**src/rtl/mem1_if.sv**
```systemverilog
// mem1 shared types (op codes, mem1->mem2 buffer layout) and the dcache request interface.
// mem1 drives the request through the master modport; the dcache answers with req_ready.
package mem1_pkg;
  typedef logic [7:0] aluop_t;

  localparam aluop_t EXE_NOP_OP   = 8'h00;
  localparam aluop_t EXE_ADD_OP   = 8'h01;
  localparam aluop_t EXE_LD_B_OP  = 8'h20;
  localparam aluop_t EXE_LD_BU_OP = 8'h21;
  localparam aluop_t EXE_LD_H_OP  = 8'h22;
  localparam aluop_t EXE_LD_HU_OP = 8'h23;
  localparam aluop_t EXE_LD_W_OP  = 8'h24;
  localparam aluop_t EXE_LL_OP    = 8'h25;
  localparam aluop_t EXE_ST_B_OP  = 8'h28;
  localparam aluop_t EXE_ST_H_OP  = 8'h29;
  localparam aluop_t EXE_ST_W_OP  = 8'h2a;
  localparam aluop_t EXE_SC_OP    = 8'h2b;

  typedef struct packed {
    aluop_t      aluop;
    logic [31:0] pc;
    logic [31:0] mem_addr;
    logic        wreg;
    logic [4:0]  waddr;
    logic [31:0] wdata;
    logic        excp;
    logic        excp_ale;
  } mem1_mem2_struct;
endpackage

interface mem1_if;
  logic        req_valid;
  logic        req_ready;
  logic        req_we;
  logic [31:0] req_addr;
  logic [3:0]  req_wstrb;
  logic [31:0] req_wdata;

  modport master (
    output req_valid, req_we, req_addr, req_wstrb, req_wdata,
    input  req_ready
  );

  modport slave (
    input  req_valid, req_we, req_addr, req_wstrb, req_wdata,
    output req_ready
  );
endinterface

```
**src/rtl/mem1.sv**
```systemverilog
// First memory stage: issues the dcache request, tracks the LL/SC link bit, registers the mem2 buffer.
// Optional misaligned-access detection is enabled by defining MEM1_ALE_CHECK_EN.
//
// state  | meaning
// S_IDLE | ready to issue the current ex op
// S_REQ  | request presented but not yet accepted; fields held
// S_DONE | request accepted under downstream stall; waiting for stall release
module mem1
  import mem1_pkg::*;
(
  input  logic            clk,
  input  logic            rst,
  input  logic            stall,
  input  logic            flush,
  input  logic            llbit_clear,
  input  logic            ex_valid,
  input  aluop_t          ex_aluop,
  input  logic [31:0]     ex_pc,
  input  logic [31:0]     ex_mem_addr,
  input  logic [31:0]     ex_store_data,
  input  logic            ex_wreg,
  input  logic [4:0]      ex_waddr,
  input  logic [31:0]     ex_wdata,
  input  logic            ex_excp,
  mem1_if.master          dcache,
  output logic            stallreq,
  output mem1_mem2_struct mem1_o_buffer
);

  typedef enum logic [1:0] {S_IDLE, S_REQ, S_DONE} state_e;

  state_e          state_q, state_d;
  logic            llbit_q, llbit_d;
  mem1_mem2_struct buf_q, buf_d;
  mem1_mem2_struct load_val;

  logic        is_ld, is_ll, is_st, is_sc, is_mem;
  logic        ale, issue, pending, accept, sc_ok;
  logic        we;
  logic [3:0]  wstrb;
  logic [31:0] wdata;

  always_comb begin
    is_ld = 1'b0;
    is_ll = 1'b0;
    is_st = 1'b0;
    is_sc = 1'b0;
    we    = 1'b0;
    wstrb = 4'b0000;
    wdata = 32'h0;
    case (ex_aluop)
      EXE_LD_B_OP, EXE_LD_BU_OP, EXE_LD_H_OP, EXE_LD_HU_OP, EXE_LD_W_OP: is_ld = 1'b1;
      EXE_LL_OP: is_ll = 1'b1;
      EXE_ST_B_OP: begin
        is_st = 1'b1;
        we    = 1'b1;
        wstrb = 4'b0001 << ex_mem_addr[1:0];
        wdata = {4{ex_store_data[7:0]}};
      end
      EXE_ST_H_OP: begin
        is_st = 1'b1;
        we    = 1'b1;
        wstrb = ex_mem_addr[1] ? 4'b1100 : 4'b0011;
        wdata = {2{ex_store_data[15:0]}};
      end
      EXE_ST_W_OP: begin
        is_st = 1'b1;
        we    = 1'b1;
        wstrb = 4'b1111;
        wdata = ex_store_data;
      end
      EXE_SC_OP: begin
        is_sc = 1'b1;
        we    = 1'b1;
        wstrb = 4'b1111;
        wdata = ex_store_data;
      end
      default: ;
    endcase
  end

  assign is_mem = is_ld | is_ll | is_st | is_sc;

`ifdef MEM1_ALE_CHECK_EN
  always_comb begin
    ale = 1'b0;
    case (ex_aluop)
      EXE_LD_H_OP, EXE_LD_HU_OP, EXE_ST_H_OP:         ale = ex_mem_addr[0];
      EXE_LD_W_OP, EXE_LL_OP, EXE_ST_W_OP, EXE_SC_OP: ale = (ex_mem_addr[1:0] != 2'b00);
      default:                                        ale = 1'b0;
    endcase
  end
`else
  assign ale = 1'b0;
`endif

  assign issue   = ex_valid & is_mem & ~ex_excp & ~ale & ~(is_sc & ~llbit_q);
  assign pending = issue & (state_q != S_DONE);
  assign accept  = dcache.req_valid & dcache.req_ready;

  // Valid is gated by reset and flush so an outstanding request is withdrawn immediately.
  assign dcache.req_valid = rst & ~flush & pending;
  assign dcache.req_we    = we;
  assign dcache.req_addr  = ex_mem_addr;
  assign dcache.req_wstrb = wstrb;
  assign dcache.req_wdata = wdata;

  assign stallreq = pending & ~dcache.req_ready;

  // In S_DONE the SC has already been accepted (and cleared llbit), so it succeeded.
  assign sc_ok = llbit_q | (state_q == S_DONE);

  always_comb begin
    state_d = state_q;
    if (flush) begin
      state_d = S_IDLE;
    end else begin
      case (state_q)
        S_IDLE, S_REQ: begin
          if (!issue)                  state_d = S_IDLE;
          else if (!dcache.req_ready)  state_d = S_REQ;
          else if (stall)              state_d = S_DONE;
          else                         state_d = S_IDLE;
        end
        S_DONE:  if (!stall) state_d = S_IDLE;
        default: state_d = S_IDLE;
      endcase
    end
  end

  always_comb begin
    llbit_d = llbit_q;
    if (accept && is_ll)       llbit_d = 1'b1;
    else if (accept && is_sc)  llbit_d = 1'b0;
    else if (llbit_clear)      llbit_d = 1'b0;
  end

  always_comb begin
    load_val = '0;
    if (ex_valid) begin
      load_val.aluop    = ex_aluop;
      load_val.pc       = ex_pc;
      load_val.mem_addr = ex_mem_addr;
      load_val.wreg     = ex_wreg;
      load_val.waddr    = ex_waddr;
      load_val.wdata    = is_sc ? {31'b0, sc_ok} : ex_wdata;
      load_val.excp     = ex_excp | ale;
      load_val.excp_ale = ale;
    end
    buf_d = buf_q;
    if (flush)       buf_d = '0;
    else if (!stall) buf_d = stallreq ? '0 : load_val;
  end

  always_ff @(posedge clk or negedge rst) begin
    if (!rst) begin
      state_q <= S_IDLE;
      llbit_q <= 1'b0;
      buf_q   <= '0;
    end else begin
      state_q <= state_d;
      llbit_q <= llbit_d;
      buf_q   <= buf_d;
    end
  end

  assign mem1_o_buffer = buf_q;

endmodule

```
**src/flat_wrapper.sv**
```systemverilog
// flat-port wrapper written by rule: the top's interface ports become plain ports
module mem1_flat import mem1_pkg::*;
  (clk, rst, stall, flush, llbit_clear, ex_valid, ex_aluop, ex_pc, ex_mem_addr, ex_store_data, ex_wreg, ex_waddr, ex_wdata, ex_excp, stallreq, mem1_o_buffer, dcache_req_valid, dcache_req_we, dcache_req_addr, dcache_req_wstrb, dcache_req_wdata, dcache_req_ready);
  mem1_if dcache_i ();
  input  logic clk;
  input  logic rst;
  input  logic stall;
  input  logic flush;
  input  logic llbit_clear;
  input  logic ex_valid;
  input  aluop_t ex_aluop;
  input  logic [31:0] ex_pc;
  input  logic [31:0] ex_mem_addr;
  input  logic [31:0] ex_store_data;
  input  logic ex_wreg;
  input  logic [4:0] ex_waddr;
  input  logic [31:0] ex_wdata;
  input  logic ex_excp;
  output logic stallreq;
  output mem1_mem2_struct mem1_o_buffer;
  output wire logic [$bits(dcache_i.req_valid)-1:0] dcache_req_valid;
  output wire logic [$bits(dcache_i.req_we)-1:0] dcache_req_we;
  output wire logic [$bits(dcache_i.req_addr)-1:0] dcache_req_addr;
  output wire logic [$bits(dcache_i.req_wstrb)-1:0] dcache_req_wstrb;
  output wire logic [$bits(dcache_i.req_wdata)-1:0] dcache_req_wdata;
  input wire logic [$bits(dcache_i.req_ready)-1:0] dcache_req_ready;
  assign dcache_req_valid = dcache_i.req_valid;
  assign dcache_req_we = dcache_i.req_we;
  assign dcache_req_addr = dcache_i.req_addr;
  assign dcache_req_wstrb = dcache_i.req_wstrb;
  assign dcache_req_wdata = dcache_i.req_wdata;
  assign dcache_i.req_ready = dcache_req_ready;
  mem1 u_core (.clk(clk), .rst(rst), .stall(stall), .flush(flush), .llbit_clear(llbit_clear), .ex_valid(ex_valid), .ex_aluop(ex_aluop), .ex_pc(ex_pc), .ex_mem_addr(ex_mem_addr), .ex_store_data(ex_store_data), .ex_wreg(ex_wreg), .ex_waddr(ex_waddr), .ex_wdata(ex_wdata), .ex_excp(ex_excp), .dcache(dcache_i), .stallreq(stallreq), .mem1_o_buffer(mem1_o_buffer));
endmodule
```
**config.mk**
```make
export PLATFORM = sky130hd
export DESIGN_NAME = mem1_flat
export DESIGN_NICKNAME = d
export VERILOG_FILES = /design/src/rtl/mem1_if.sv /design/src/rtl/mem1.sv /design/src/flat_wrapper.sv
export SDC_FILE = /design/constraint.sdc
export NUM_CORES = 1
export LEC_CHECK = 0
export BUFFER_PORTS_ARGS = -buffer_cell sky130_fd_sc_hd__clkbuf_2
export CORE_AREA = 3 3 127 129
export DETAILED_ROUTE_END_ITERATION = 7
export DIE_AREA = 0 0 130 132
export PLACE_DENSITY = 0.64
export SLEW_MARGIN = 10
export SYNTH_ARGS = -nofsm -noshare
export SYNTH_HDL_FRONTEND = slang
export SYNTH_SLANG_ARGS = --single-unit
```
**constraint.sdc**
```tcl
create_clock -name clk -period 3.4 [get_ports clk]
set_input_delay 0.17 -clock clk [delete_from_list [all_inputs] [get_ports clk]]
set_output_delay 0.17 -clock clk [all_outputs]
set_load 0.005 [all_outputs]
```
==> Yosys cells after proc, flatten, opt, wreduce, memory -nomap -nowiden <==
Index checks and enable logic that the tools add are counted.
{ "op_classes": {"n_div": 0, "n_mux": 22, "eq_ne": 15, "n_addsub": 0, "n_lt_le_gt_ge": 0, "shift": 1, "bitwise_logic": 18, "mul": 0, "n_reduce_logical": 9} }
{ "op_table": {"columns": ["op", "n"], "rows": [
  ["$mux W112", 4],
  ["$pmux W32 S3", 1],
  ["$eq A8 B6 Y1 const B", 10],
  ["$mux W32", 1],
  ["$pmux W4 S3", 1],
  ["$mux W2", 5],
  ["$and A1 B1 Y1", 9],
  ["$mux W1", 8],
  ["$not A1 Y1", 5],
  ["$reduce_or A5 Y1", 1],
  ["$mux W4", 1],
  ["$or A1 B1 Y1", 4],
  ["$pmux W2 S2", 1],
  ["$reduce_or A2 Y1", 2],
  ["$reduce_or A4 Y1", 1],
  ["$shl A1 B2 Y4 const A", 1],
  ["$ne A3 B3 Y1 const B", 1],
  ["$reduce_bool A3 Y1", 1],
  ["$reduce_or A3 Y1", 1],
  ["$eq A2 B1 Y1 const B", 1],
  ["$eq A2 B2 Y1 const B", 1],
  ["$logic_and A1 B1 Y1", 2],
  ["$logic_not A2 Y1", 1],
  ["$ne A2 B1 Y1 const B", 1],
  ["$ne A2 B2 Y1 const B", 1]
]} }
{ "totals": {"register_bits": 115, "inputBits": 150, "latch_bits": 0, "romBits": 0, "n_memories": 0, "elab_cells": 75, "ramBits": 0, "output_inout_bits": 183} }

==> Logic depth before layout (Yosys ltp) <==
Gate-level depths: netlist (run 1).
{ "logic_depth": {"depth_word": 15, "depth_mapped": 7, "mapped_depth_nobuf": 4} }

==> Worst setup path before layout (run 1) <==
Ideal clock, no wire load.
{ "synth_timing": {"kind": "flip-flop to flip-flop", "start": "register u_core.llbit_q", "end": "register u_core.buf_q (netlist bit u_core.mem1_o_buffer[10])", "t_required_ns": 3.335, "slack_ns": 1.837, "path_buffers": 1, "setup_time_ns": 0.065, "stages_incl_launch_ff": 6, "t_arrival_ns": 1.497, "path_cell_list": "dfrtp_1 nand4b_1 and4b_2 a2111oi_4 buf_6 a22o_1"} }
{ "synth_via": {"elab_chain_len": 9} }
{ "synth_lines": {"columns": ["item", "line_no", "text"], "rows": [
  ["start, declared", "mem1.sv:33", "logic llbit_q, llbit_d;"],
  ["start signal, assigned", "mem1.sv:162", "llbit_q <= llbit_d;"],
  ["$not A1 Y1", "mem1.sv:97", "assign issue = ex_valid & is_mem & ~ex_excp & ~ale & ~(is_sc & ~llbit_q);"],
  ["$and A1 B1 Y1", "mem1.sv:97", null],
  ["$not A1 Y1", "mem1.sv:97", null],
  ["$and A1 B1 Y1", "mem1.sv:97", null],
  ["$and A1 B1 Y1", "mem1.sv:98", "assign pending = issue & (state_q != S_DONE);"],
  ["$and A1 B1 Y1", "mem1.sv:108", "assign stallreq = pending & ~dcache.req_ready;"],
  ["$mux W112 (2 in series)", "mem1.sv:152", "else if (!stall) buf_d = stallreq ? '0 : load_val;"],
  ["$mux W112", "mem1.sv:151", "if (flush) buf_d = '0;"],
  ["end signal, assigned", "mem1.sv:163", "buf_q <= buf_d;"],
  ["end, declared", "mem1.sv:34", "mem1_mem2_struct buf_q, buf_d;"]
]} }
Every way passes these cells. The select of a mux whose other input is x is not followed.
A chain may end at the register's enable or synchronous reset.

==> Final worst setup path (run 1) <==
{ "layout_timing": {"start": "input ex_aluop[4]", "end": "output dcache_req_wstrb[3]"} }
{ "layout_via": {"elab_chain_len": 3} }
{ "layout_lines": {"columns": ["item", "line_no", "text"], "rows": [
  ["start, declared", "flat_wrapper.sv:11", "input aluop_t ex_aluop;"],
  ["$eq A8 B6 Y1", "mem1.sv:51", "case (ex_aluop)"],
  ["$reduce_or A2 Y1 (no line)", null, null],
  ["$pmux W4 S3 *", "mem1.sv:51", null],
  ["end, declared", "flat_wrapper.sv:24", "output wire logic [$bits(dcache_i.req_wstrb)-1:0] dcache_req_wstrb;"]
]} }
Every way passes the cells marked *; elsewhere a longest branch is shown, timed or not.

==> results of run 1 <==
-- registers in the layout, indices dropped and copies added (netlist names) --
register and cells:
u_core.llbit_q 1, u_core.mem1_o_buffer 111, u_core.state_q 2
-- kinds of logic (layout without fill, tap and decap cells) --
group           count (synthesis)  count (layout)  synth area share (%)
compound gates                147             147                 23.60
flops                         114             114                 56.45
simple gates                   74              74                 8.170
buf+inv                        71             459                 8.542
mux                            16              16                 3.169
other cells                     1               2               0.07420
-- Yosys cell counts (2+ instances only) --
library cell  instances  area (um^2)
clkbuf_1             21        78.83
o31ai_1               2        15.01
nand4_1               3        18.77
dfrtp_1             114         2853
buf_2                 9        45.04
and3_1                8        50.05
o21ai_0              10        50.05
inv_1                 3        11.26
nand4b_1              2        17.52
a22o_1              110        963.4
nor2_1               29        108.9
buf_6                 4        45.04
nand2_1              13        48.80
buf_4                33        247.7
mux2i_1              16        160.2
nor2b_1               5        31.28
a21oi_1              20        100.1
nand2b_1              5        31.28
-- routing by layer --
layer	up-vias	GRT usage (%)	part of all wire, %
met5	-	0	0
met3	40	5.308	7.2
met4	0	9.353	3.3
li1	2287	-	-
met2	248	35.50	53
met1	2403	20.98	36
-- power by group through the flow --
stage	Combinational (W)	Clock, W	Sequential (W)
floorplan	0.000163	0	0.00146
global placement	0.000369	0	0.00146
detailed placement	0.000378	0	0.00146
CTS	0.000461	0.00161	0.00144
global route	0.000503	0.00167	0.00144
finish	0.000460	0.00156	0.00144
-- repair_timing --
item	CTS	global route
hold buffers	87	0
gates resized for setup	0	0
hold endpoints to repair	127	0
-- worst max-delay path, stage by stage --
cell      delay (ps)
clkbuf_2         120
nor4b_4          270
buf_4            240
nand2_1          550
a21oi_1          410
clkbuf_2         170
-- through the flow --
step | utilization [%] | setup WS (ps) | hold slack [ps]
3_5_place_dp | 43.73 | 1168 | 204.0
6_report | 52.90 | 1286 | 14.76
3_3_place_gp | 43.73 | 1225 | 194.5
5_1_grt | 52.89 | 1156 | 10.02
4_1_cts | 52.89 | 1304 | 0.6981
2_1_floorplan | - | 1837 | -125.6
-- how the worst max path moves through the flow --
stage               slack, ps                                    to                        from
finish                   1290                   dcache_req_wstrb[3]                 ex_aluop[4]
global route             1160                   dcache_req_wstrb[3]                 ex_aluop[4]
CTS                      1300                   dcache_req_wstrb[3]                 ex_aluop[4]
detailed placement       1170  u_core.mem1_o_buffer[33]$_DFFE_PN0P_                 ex_aluop[1]
global placement         1230   u_core.mem1_o_buffer[4]$_DFFE_PN0P_                 ex_aluop[1]
floorplan                1840  u_core.mem1_o_buffer[10]$_DFFE_PN0P_  u_core.llbit_q$_DFFE_PN0P_
-- cell type report --
cell class / instances / area (um^2)
Tap cell: 188 / 235.2
Timing Repair Buffer: 427 / 2610
Clock inverter: 7 / 62.56
Fill cell: 1301 / 7133
Multi-Input combinational cell: 238 / 1784
Inverter: 3 / 11.26
Sequential cell: 114 / 2853
Antenna cell: 1 / 2.502
Clock buffer: 22 / 454.2
-- layout by cell type, fill, tap and decap left out, drive strengths merged, types with 3 or more instances in the layout --
cell type	synthesis	routed
nand2b	5	5
a22o	110	110
nor2b	5	5
clkbuf	21	352
o21ai	10	10
clkinv	0	5
buf	47	10
nand2	13	13
and3	8	8
a21oi	20	20
mux2i	16	16
dfrtp	114	114
nor2	30	30
inv	3	3
dlygate4sd3	0	87
nand4	3	3
==> flow_summary_export.csv, run 1 <==
group,metric,value,unit
routing,drt_pass1_iterations,4,
floorplan,num_io_pins,333,
timing,slew_viol_final,0,
power_and_ir_drop,seqPwrFrac,41.6,%
placement,placed_cells,883,
global_route,antenna_found_initial,0,
critical_path,regToRegSetupSlack,1590,ps
critical_path,required,3230,ps
routing,drt-wirelength-per-cell,17.22,um
placement,place.port_buffers,331,
synthesis,avgSynthCellArea,11.95,um^2
timing,rsz0062_at_grt,"false",
routing,routed_wl,17.22,mm
clock_tree,cts_tree,"yes",
timing,fin_crit_sh,62.18,%
worst_hold_path,worstHoldPathType,"input port to flop",
placement,finalWeightedCongestion,0.8679,
power_and_ir_drop,p_leak,4.394,nW
timing,period_minus_slack,2114,ps
synthesis,syn_inst,423,
global_route,grt_pass1_wl,26.56,mm
synthesis,synth-edff-count,0,
power_and_ir_drop,ir_worst_vdd,0.2800,mV
synthesis,syn_nets,573,
synthesis,yosysWarnings,0,
synthesis,synthesis.area,5054,um^2
power_and_ir_drop,p_comb_share,13.3,%
power_and_ir_drop,p_switching,0.0008110,W
critical_path,path_class,"input port to output port",
global_route,grt_max_degree,80,
clock_tree,cts_root_buffer,"clkbuf_16",
clock_tree,cts_buffers,17,
critical_path,cp.arrival,1940,ps
floorplan,die_h,132,um
worst_hold_path,hp-start,"ex_wdata[31]",
clock_tree,cts-htree-levels,4,
global_route,track_usage,19.70,%
global_route,grt_pass1_vias,5100,
power_and_ir_drop,power.density,431.8,nW/um^2
global_route,gr-total-overflow,0,
critical_path,crit_fanout,29,
timing,fin_skew,9.108,ps
clock_tree,clockBufferDepth,2,
critical_path,end_kind,"output port",
floorplan,start_util,33.37,%
timing,finalHoldViolCount,0,
critical_path,r2r-end,"u_core.mem1_o_buffer[25]$_DFFE_PN0P_",
final_layout,final_cell_area,8013,um^2
critical_path,r2r_cells,5,
worst_hold_path,min_path_cells,2,
clock_tree,cts.sinks,114,
synthesis,ys_seq_area_share,56.45,%
placement,dp_hpwl,12.01,mm
power_and_ir_drop,clkPwrFrac,45.1,%
synthesis,synth-async-reset-ratio,100.0,%
floorplan,coreArea,15150,um^2
final_layout,area_growth,58.55,%
routing,viasPerCell,4.978,
outcome,outcome,"complete, no violations",
routing,drcViolationCount,0,
placement,place_area,6623,um^2
routing,drt_iter0_markers,211,
final_layout,layout.nets,951,
power_and_ir_drop,p_sw_share,23.44,%
final_layout,finalNonFillerCells,1000,
timing,tightest_slew,906.5,ps
timing,max_freq,473.0,MHz
timing,finalSetupTns,0,ps
final_layout,drive_above_1_share,45.99,%
clock_tree,cts.clk_slew.worst_paths,50,ps
critical_path,r2r-start,"u_core.llbit_q$_DFFE_PN0P_",
synthesis,synthFlopType,"dfrtp_1",
routing,antenna_left,0,
routing,vias,4978,
clock_tree,post-cts-setup-buffer-count,0,
worst_hold_path,min_to,"u_core.mem1_o_buffer[33]$_DFFE_PN0P_",
synthesis,ys_ff_latch,114,
clock_tree,clock_latency,410,ps
critical_path,start_kind,"input port",
synthesis,synth_cell_type_count,34,
timing,setup_violations,0,
run,maxCapViolCount,0,
power_and_ir_drop,internal-power,0.002649,W
floorplan,die_area,17160,um^2
timing,relSlewSlack,39.42,%
power_and_ir_drop,finalPower,0.003459,W
floorplan,rows,45,
floorplan,die_w,130,um
Power figures use the tool's default switching activity.
==> run 2: changes to the inputs <==
--- a/config.mk
+++ b/config.mk
@@ -5,11 +5,12 @@
 export SDC_FILE = /design/constraint.sdc
 export NUM_CORES = 1
 export LEC_CHECK = 0
+export ABC_AREA = 1
 export BUFFER_PORTS_ARGS = -buffer_cell sky130_fd_sc_hd__clkbuf_2
-export CORE_AREA = 3 3 127 129
+export CORE_AREA = 3 3 128 130
 export DETAILED_ROUTE_END_ITERATION = 7
-export DIE_AREA = 0 0 130 132
-export PLACE_DENSITY = 0.64
+export DIE_AREA = 0 0 131 133
+export PLACE_DENSITY = 0.65
 export SLEW_MARGIN = 10
 export SYNTH_ARGS = -nofsm -noshare
 export SYNTH_HDL_FRONTEND = slang
==> constraint.sdc (replaced) <==
create_clock -name clk -period 2 [get_ports clk]
set_input_delay 0.1 -clock clk [delete_from_list [all_inputs] [get_ports clk]]
set_output_delay 0.1 -clock clk [all_outputs]
set_load 0.005 [all_outputs]
==> run 2 against run 1 <==
  * Synthesized cell count rose by 58%
  * Sequential power rose by 69%
  * Critical endpoint is now stallreq
  * Wire length rose by 15%
  * Clock skew rose by 4.5 ps
  * Setup slack got worse by 1100 ps
  * Largest cell class is now non-clock buffers
  * Largest power group unchanged
  * Via count rose by 20%
  * Clock power rose by 97%
==> flow_summary_export.csv, run 2 <==
group,metric,value,unit
synthesis,synth-edff-count,0,
synthesis,ys_top_cells_by_count,"nand2_1, nand3_1, dfrtp_1",
critical_path,start_kind,"input port",
clock_tree,clock_latency,400,ps
timing,relSlewSlack,34.66,%
synthesis,syn_inst,668,
routing,vias,5970,
floorplan,coreArea,15260,um^2
power_and_ir_drop,p_leak,5.175,nW
clock_tree,cts-htree-levels,4,
floorplan,die_w,131,um
floorplan,rows,45,
timing,max_freq,547.1,MHz
timing,slew_viol_final,0,
routing,drt_iter0_markers,335,
timing,setup_violations,0,
synthesis,synth-async-reset-ratio,100.0,%
routing,drt-wirelength-per-cell,15.21,um
clock_tree,post-cts-setup-buffer-count,0,
final_layout,final_cell_area,8787,um^2
final_layout,drive_above_1_share,35.88,%
timing,period_minus_slack,1828,ps
synthesis,avgSynthCellArea,8.056,um^2
synthesis,synth.top_cell.area_share,53.01,%
synthesis,syn_nets,818,
power_and_ir_drop,power.density,715.9,nW/um^2
timing,finalWorstSetupSlack,172.1,ps
final_layout,final_cell_mix,"clkbuf_2, nand2_1, nand3_1",
critical_path,crit_fanout,40,
floorplan,die_area,17420,um^2
critical_path,regToRegSetupSlack,590,ps
placement,dp_worst_setup_slack,130.5,ps
worst_hold_path,min_path_cells,3,
critical_path,path_class,"input port to output port",
floorplan,start_util,35.27,%
power_and_ir_drop,ir_worst_vdd,0.5022,mV
synthesis,ys_ff_latch,114,
routing,antenna_left,0,
routing,drcViolationCount,0,
placement,dp_hpwl,13.23,mm
placement,finalWeightedCongestion,0.9065,
clock_tree,cts_resized,0,
clock_tree,cts.sinks,114,
global_route,gr-total-overflow,0,
floorplan,num_io_pins,333,
worst_hold_path,worstHoldPathType,"input port to flop",
final_layout,mostFrequentLayoutCell,"clkbuf_2",
synthesis,netlist_top_cells_area,"dfrtp_1, nand2_1, nand3_1, buf_4, inv_1",
synthesis,yosysWarnings,0,
clock_tree,clockBufferDepth,2,
timing,tightest_slew,979.0,ps
clock_tree,hold_buffers,112,
critical_path,r2r_cells,8,
synthesis,yosysMostFrequentCell,"nand2_1",
outcome,outcome,"complete, no violations",
routing,viasPerCell,4.599,
timing,rsz0062_at_grt,"false",
global_route,track_usage,22.15,%
floorplan,die_h,133,um
routing,routed_wl,19.74,mm
timing,finalHoldViolCount,0,
synthesis,ys_seq_area_share,53.01,%
synthesis,synth_cell_type_count,25,
routing,drt_pass1_iterations,5,
final_layout,layout.nets,1224,
run,maxCapViolCount,0,
global_route,grt_max_degree,115,
synthesis,synthesis.area,5381,um^2
critical_path,cp.arrival,1730,ps
timing,finalSetupTns,0,ps
final_layout,largest_reg_flops,111,
placement,place_area,7059,um^2
synthesis,synthFlopType,"dfrtp_1",
global_route,antenna_found_initial,0,
clock_tree,cts_root_buffer,"clkbuf_16",
timing,fin_crit_sh,91.40,%
final_layout,antenna_cells,0,
critical_path,end_kind,"output port",
placement,place.port_buffers,331,
critical_path,required,1900,ps
global_route,grt_pass1_vias,6057,
clock_tree,cts_buffers,17,
clock_tree,cts_tree,"yes",
clock_tree,cts.clk_slew.worst_paths,50,ps
global_route,grt_pass1_wl,30.50,mm
synthesis,yosysTopAreaCell,"dfrtp_1",
timing,fin_skew,13.64,ps
final_layout,area_growth,63.29,%
-- run 2: power by group --
group / internal (W) / total, W / switching [W]
combinational: 0.000399 / 0.000778 / 0.000379
sequential: 0.00239 / 0.00244 / 0.0000480
clock: 0.00205 / 0.00307 / 0.00102
total: 0.00485 / 0.00629 / 0.00144
-- run 2: area by class of cell --
cell class / count / area, um^2
Sequential cell: 114 / 2853
Inverter: 44 / 165.2
Clock buffer: 23 / 478.0
Fill cell: 1347 / 6471
Clock inverter: 9 / 128.9
Tap cell: 211 / 264.0
Timing Repair Buffer: 460 / 2958
Multi-Input combinational cell: 437 / 1941
-- run 2: per-stage QoR --
step | total power (W) | cells | hold WS [ps] | util (%)
floorplan | 0.002710 | 668 | -195.6 | -
global placement | 0.003076 | 1154 | 284.8 | 46.26
detailed placement | 0.003077 | 1154 | 285.4 | 46.26
CTS | 0.006359 | 1298 | 17.32 | 57.59
global route | 0.006551 | 1298 | 34.78 | 57.59
finish | 0.006291 | 1298 | 36.97 | 57.59
-- run 2: kinds of logic after synthesis --
group / Yosys count / synth area share, %
flip-flops: 114 / 53.01
buffers and inverters: 117 / 11.30
AO/OA/AOI/OAI: 32 / 3.418
AND/OR/NAND/NOR: 404 / 32.20
other: 1 / 0.06968
-- run 2: path summary, 6_finish.rpt --
| kind | from | to |
|---|---|---|
| min in group asynchronous | rst | u_core.mem1_o_buffer[4]$_DFFE_PN0P_ |
| hold reg to reg | u_core.mem1_o_buffer[18]$_DFFE_PN0P_ | u_core.mem1_o_buffer[18]$_DFFE_PN0P_ |
| hold / removal | ex_mem_addr[0] | u_core.mem1_o_buffer[40]$_DFFE_PN0P_ |
| setup / recovery | ex_aluop[6] | stallreq |
| setup reg to reg | u_core.llbit_q$_DFFE_PN0P_ | u_core.mem1_o_buffer[101]$_DFFE_PN0P_ |
| max in group asynchronous | rst | u_core.mem1_o_buffer[107]$_DFFE_PN0P_ |
-- run 2: worst max-delay path: stages --
cell and delay [ps]:
clkbuf_2 80, inv_1 70, nand2_1 120, nor2_4 270, buf_4 230, nand4_1 110
nand2_1 140, nor2_4 70, nand2_4 120, buf_12 210, inv_1 60, clkbuf_2 110
-- run 2: routing by layer --
metal	wire length, um	vias up	global-route usage (%)
met2	10000	246	37.98
met1	7994	2779	26.21
met3	1407	24	6.500
li1	-	2921	-
met5	0	-	0
met4	334	0	7.486
